**config.mk**
```make
export PLATFORM = sky130hd
export DESIGN_NAME = alarm_time_setter
export DESIGN_NICKNAME = d
export VERILOG_FILES = /design/src/rtl/alarm_time_setter.sv
export SDC_FILE = /design/constraint.sdc
export NUM_CORES = 1
export LEC_CHECK = 0
export BUFFER_PORTS_ARGS = -buffer_cell sky130_fd_sc_hd__buf_4
export CAP_MARGIN = 40
export CORE_ASPECT_RATIO = 1.5
export CORE_MARGIN = 3
export CORE_UTILIZATION = 48
export CTS_BUF_LIST = sky130_fd_sc_hd__clkbuf_8
export CTS_CLUSTER_DIAMETER = 40
export DETAILED_ROUTE_END_ITERATION = 10
export PLACE_DENSITY_LB_ADDON = 0.25
export SYNTH_ARGS = -nofsm -noshare
export SYNTH_HDL_FRONTEND = slang
export SYNTH_SLANG_ARGS = --single-unit
```
**constraint.sdc**
```tcl
create_clock -name clk -period 3.2 [get_ports clk]
set_clock_uncertainty 0.05 [all_clocks]
set_input_delay 0.32 -clock clk [delete_from_list [all_inputs] [get_ports clk]]
set_output_delay 0.32 -clock clk [all_outputs]
set_load 0.02 [all_outputs]
```
**src/rtl/alarm_time_setter.sv**
```systemverilog
// alarm_time_setter: button-driven alarm hour/minute editor.
// Edge-detected buttons, 3-state edit FSM, auto-repeat, timeout, cancel.
module alarm_time_setter #(
  parameter int RST_HR       = 6,
  parameter int RST_MIN      = 0,
  parameter int REPEAT_DELAY = 50_000_000,
  parameter int REPEAT_RATE  = 10_000_000,
  parameter int TIMEOUT      = 500_000_000
) (
  input  logic       clk,
  input  logic       rst,
  input  logic [3:0] btn,
  output logic [5:0] a_hr,
  output logic [5:0] a_min,
  output logic       editing,
  output logic [1:0] field,
  output logic       upd
);
  localparam int HW = $clog2(REPEAT_DELAY) + 1;
  localparam int RW = $clog2(REPEAT_RATE) + 1;
  localparam int IW = $clog2(TIMEOUT) + 1;

  localparam logic [HW-1:0] H_LAST = HW'(REPEAT_DELAY - 1);
  localparam logic [HW-1:0] H_SAT  = HW'(REPEAT_DELAY);
  localparam logic [RW-1:0] R_LAST = RW'(REPEAT_RATE - 1);
  localparam logic [IW-1:0] I_LAST = IW'(TIMEOUT - 1);
  localparam logic [5:0]    HR0    = 6'(RST_HR);
  localparam logic [5:0]    MIN0   = 6'(RST_MIN);

  typedef enum logic [1:0] {
    IDLE    = 2'b00,
    SET_HR  = 2'b01,
    SET_MIN = 2'b10
  } state_t;

  state_t        state_q, state_d;
  logic [3:0]    btn_q, p;
  logic [5:0]    hr_d, min_d;
  logic [5:0]    sh_hr_q, sh_min_q;
  logic [5:0]    sh_hr_d, sh_min_d;
  logic          upd_d;
  logic [HW-1:0] hold_q, hold_d;
  logic [RW-1:0] rep_q, rep_d;
  logic [IW-1:0] idle_q, idle_d;
  logic          edit, one_held, hold_full;
  logic          rep_step, inc_s, dec_s;
  logic          timeout, chg, hold_clr;

  function automatic logic [5:0] wrap_up(
    input logic [5:0] v,
    input logic [5:0] top
  );
    return (v >= top) ? 6'd0 : v + 6'd1;
  endfunction

  function automatic logic [5:0] wrap_dn(
    input logic [5:0] v,
    input logic [5:0] top
  );
    return (v == 6'd0 || v > top) ? top : v - 6'd1;
  endfunction

  // Press pulses and the qualified step/timeout strobes
  always_comb begin
    p         = btn & ~btn_q;
    edit      = (state_q != IDLE);
    one_held  = btn[1] ^ btn[2];
    hold_full = (hold_q == H_SAT);
    rep_step  = edit & one_held & ~|p[2:1] &
                ((hold_q == H_LAST) |
                 (hold_full & (rep_q == R_LAST)));
    inc_s     = edit & ~p[3] & ~p[0] &
                ((p[1] & ~p[2]) | (rep_step & btn[1]));
    dec_s     = edit & ~p[3] & ~p[0] &
                ((p[2] & ~p[1]) | (rep_step & btn[2]));
    timeout   = edit & (idle_q == I_LAST) &
                ~|p & ~rep_step;
  end

  // Edit FSM: cancel beats mode beats stepping
  always_comb begin
    state_d  = state_q;
    hr_d     = a_hr;
    min_d    = a_min;
    sh_hr_d  = sh_hr_q;
    sh_min_d = sh_min_q;
    upd_d    = 1'b0;
    unique case (state_q)
      IDLE: begin
        if (p[0]) begin
          state_d  = SET_HR;
          sh_hr_d  = a_hr;
          sh_min_d = a_min;
        end
      end
      SET_HR, SET_MIN: begin
        if (p[3]) begin
          state_d = IDLE;
          hr_d    = sh_hr_q;
          min_d   = sh_min_q;
        end else if (p[0] && state_q == SET_HR) begin
          state_d = SET_MIN;
        end else if (p[0] || timeout) begin
          state_d = IDLE;
          upd_d   = 1'b1;
        end else begin
          unique case (1'b1)
            inc_s && state_q == SET_HR:
              hr_d = wrap_up(a_hr, 6'd23);
            dec_s && state_q == SET_HR:
              hr_d = wrap_dn(a_hr, 6'd23);
            inc_s && state_q == SET_MIN:
              min_d = wrap_up(a_min, 6'd59);
            dec_s && state_q == SET_MIN:
              min_d = wrap_dn(a_min, 6'd59);
            default: ;
          endcase
        end
      end
      default: state_d = IDLE;
    endcase
  end

  // Hold, repeat and idle counters; any step counts as activity
  always_comb begin
    chg      = (state_d != state_q);
    hold_clr = ~edit | ~one_held | chg | (|p[2:1]);
    hold_d   = hold_q;
    rep_d    = '0;
    idle_d   = idle_q;
    if (hold_clr) begin
      hold_d = '0;
    end else if (!hold_full) begin
      hold_d = hold_q + HW'(1);
    end
    if (!hold_clr && hold_full && rep_q != R_LAST) begin
      rep_d = rep_q + RW'(1);
    end
    if (!edit || chg || (|p) || rep_step) begin
      idle_d = '0;
    end else if (idle_q != I_LAST) begin
      idle_d = idle_q + IW'(1);
    end
  end

  // State, alarm value, shadow and counter registers
  always_ff @(posedge clk or posedge rst) begin
    if (rst) begin
      state_q  <= IDLE;
      btn_q    <= '0;
      a_hr     <= HR0;
      a_min    <= MIN0;
      sh_hr_q  <= HR0;
      sh_min_q <= MIN0;
      upd      <= 1'b0;
      hold_q   <= '0;
      rep_q    <= '0;
      idle_q   <= '0;
    end else begin
      state_q  <= state_d;
      btn_q    <= btn;
      a_hr     <= hr_d;
      a_min    <= min_d;
      sh_hr_q  <= sh_hr_d;
      sh_min_q <= sh_min_d;
      upd      <= upd_d;
      hold_q   <= hold_d;
      rep_q    <= rep_d;
      idle_q   <= idle_d;
    end
  end

  assign editing = (state_q != IDLE);
  assign field   = state_q;

endmodule

```
==> results.sh <==
export IMPL_cp_required_ns=3.49
export IMPL_slowest_delay_ns=0.59
export IMPL_die_y_microns=145.4
export IMPL_drtIter0Drc=246
export IMPL_clock_sinks=113
export IMPL_slew_headroom=0.4005
export IMPL_start_kind="flip-flop"
export IMPL_start_util=0.4946
export IMPL_grt_use_total=0.1875
export IMPL_yosys_warnings=0
export IMPL_clock_latency_ns=0.43
export IMPL_vias_per_cell=5.517
export IMPL_first_pass_iters=5
export IMPL_io_pins=22
export IMPL_routed_wl_mm=12.78
export IMPL_period_share=0.9344
export IMPL_ys_types=57
export IMPL_drv_cap=0
export IMPL_rsz0062_at_grt="false"
export IMPL_post_cts_resize_count=0
export IMPL_yosysTopAreaCell="dfrtp_1"
export IMPL_worst_pin_slew_ns=0.8992
export IMPL_clock_fmax_ghz=0.3344
export IMPL_ys_ff_latch=113
export IMPL_synthArstFlopShare=1.000
export IMPL_crit_family="compound AO/OA/AOI/OAI gates"
export IMPL_cp_cell_sequence="ha_1, and3_1, nand3_2, or4_4, a2111oi_4, o21ai_1, a21oi_1, a311oi_1, o31ai_1"
export IMPL_power_density_nw_per_um2=600.8
export IMPL_crit_path_end_kind="flip-flop"
export IMPL_diodes=0
export IMPL_slew_viol_final=0
export IMPL_postSynthCellCount=691
export IMPL_busiest_layer="met2"
export IMPL_cts_root_buf="clkbuf_8"
export IMPL_nets=744
export IMPL_rows=50
export IMPL_synth_nets=711
export IMPL_clk_pin_slew_ns=0.07
export IMPL_outcome="complete, no violations"
export IMPL_min_period_ns=2.990
export IMPL_routedWlPerCell_microns=14.31
export IMPL_crit_slowest_cell="or4_4"
export IMPL_reg2reg_depth=9
export IMPL_overflow=0
export IMPL_antenna_found_initial=0
export IMPL_avgSynthCellArea_sq_um=9.001
export IMPL_core_area_sq_um=12570
export IMPL_ant_nets=0
export IMPL_die_x_microns=98.95
export IMPL_synth_top_cells_by_count="129 x nor2_1, 109 x dfrtp_1, 59 x nand2_1"
export IMPL_use_met3=0.04317
export IMPL_path_max_fanout=11
export IMPL_numCtsBuffers=17
export IMPL_peakVddDrop_mv=0.4365
export IMPL_grt_use_met1=0.2270
export IMPL_pre_cts_slack_ns=0.2197
export IMPL_dr_total_vias=4927
export IMPL_hold_violations=0
export IMPL_leakage_nw=2.921
export IMPL_hpwl_mm=8.924
export IMPL_setup_tns_ns=0
export IMPL_cts_path_max_buffers=2
export IMPL_synth_main_ff_cell="dfrtp_1"
export IMPL_seq_area_frac_synth=0.4554
export IMPL_die_area_sq_um=14390
export IMPL_holdCritPathClass="in -> async"
export IMPL_placedCellCount=856
export IMPL_gp_congestion=0.8340
export IMPL_grt_pass1_wl_mm=22.38
export IMPL_synth_edf_count=0
export IMPL_syn_cell_area_sq_um=6220
export IMPL_yosysMostFrequentCell="nor2_1"
export IMPL_finalNonFillerCells=893
export IMPL_grt_max_degree=53
export IMPL_synth_top_cell_area_share=0.4385
export IMPL_grt_pass1_vias=4974
export IMPL_critPathKind="reg -> reg"
export IMPL_tritoncts="built"
export IMPL_met2_usage=0.3183
export IMPL_hold_slack_ns=0.3617
export IMPL_synthToLayoutAreaGrowth_pct=11.93
export IMPL_cp_data_arrival_time_ns=3.28
export IMPL_synth_area_top_cells="dfrtp_1 44%, nor2_1 7.8%, xor2_1 5.9%, xnor2_1 4.5%, nand2_1 3.6%"
export IMPL_post_route_drc_count=0
export IMPL_layout_setup_ws_ns=0.2099
export IMPL_port_buffers=21
export IMPL_setup_viol_count_final=0
export IMPL_htree_levels=4
export IMPL_path_buf_inv=0
export IMPL_drive_gt1_frac=0.1085
export IMPL_cp_depth=9
-- worst min-delay path: cells and delay by family --
family	cells	cell delay (ns)
buf+inv	3	0.91
-- kinds of logic after synthesis --
group / Yosys count / share of synthesized area
fa+ha+maj: 14 / 0.02816
simple gates: 341 / 0.2684
xor+xnor: 74 / 0.1042
flops: 113 / 0.4554
mux: 13 / 0.02253
compound gates: 90 / 0.09254
buf+inv: 46 / 0.02876
-- through the flow --
stage          power (W)  cell area, sq um    util
2_1_floorplan   0.002717              6223       -
3_3_place_gp    0.003058              6571  0.5226
3_5_place_dp    0.003094              6591  0.5242
4_1_cts         0.004224              6962  0.5536
5_1_grt         0.004457              6962  0.5536
6_report        0.004182              6962  0.5536
-- cells in the final DEF, fill, tap and decap left out, types with 3 or more instances in the layout --
cell type        n
dlygate4sd3_1    5
o31ai_1          4
buf_4           30
nor2_1         129
inv_1           29
clkbuf_8        19
a311oi_1         3
xnor2_1         32
xor2_1          42
a21oi_1         29
nor4bb_1         5
nand3b_1         5
o211ai_1         3
nand2_1         59
mux2i_1          5
a211oi_1         4
nor3b_1          3
mux2_2           8
nand2b_1         6
ha_1            14
nand3_1         38
nor4_1           6
o21ai_1         10
and3_1          24
nand4_1         13
nor2b_1         12
or3_1            5
dfstp_2          4
o211a_1          3
o21ai_0         18
nor3_1          15
dfrtp_1        109
and4_1           3
and2_1           6
clkinv_2         5
-- flip-flops by register name (all words and copies together), names as in the netlist --
signal,cells
upd,1
field,2
sh_hr_q,6
sh_min_q,6
idle_q,30
a_hr,6
hold_q,27
rep_q,25
a_min,6
btn_q,4
-- metal layers --
metal | vias up | wire length (microns)
li1 | 2438 | -
met1 | 2395 | 5569
met2 | 72 | 6562
met3 | 22 | 382
met4 | 0 | 262
met5 | - | 0
-- repair_timing --
| item | in CTS | in global routing |
|---|---|---|
| hold buffers | 5 | 0 |
| buffers inserted | 0 | 0 |
| endpoints found under the hold margin | 16 | 0 |
-- final cells by class --
class,instances,area [sq um]
fillers,1154,5613
multi-input cells,532,3208
flip-flops and latches,113,2833
repair buffers,37,315.3
clock buffers,19,261.5
well taps,156,195.2
inverters,23,90.09
clock inverters,13,58.81
-- worst paths after layout --
kind	startpoint	slack, ns	to
setup reg to reg	rep_q[0]	0.21	a_hr[1]
min in group clk	sh_hr_q[1]	0.44	sh_hr_q[1]
max in group asynchronous	rst	1.93	rep_q[23]
setup / recovery	rep_q[0]	0.21	a_hr[1]
hold reg to reg	sh_hr_q[1]	0.44	sh_hr_q[1]
hold / removal	rst	0.36	idle_q[25]
-- power breakdown --
part	switching, W	internal (W)
combinational	0.000722	0.000515
sequential	0.000237	0.00160
clock	0.000558	0.000547
Power figures use the tool's default switching activity.
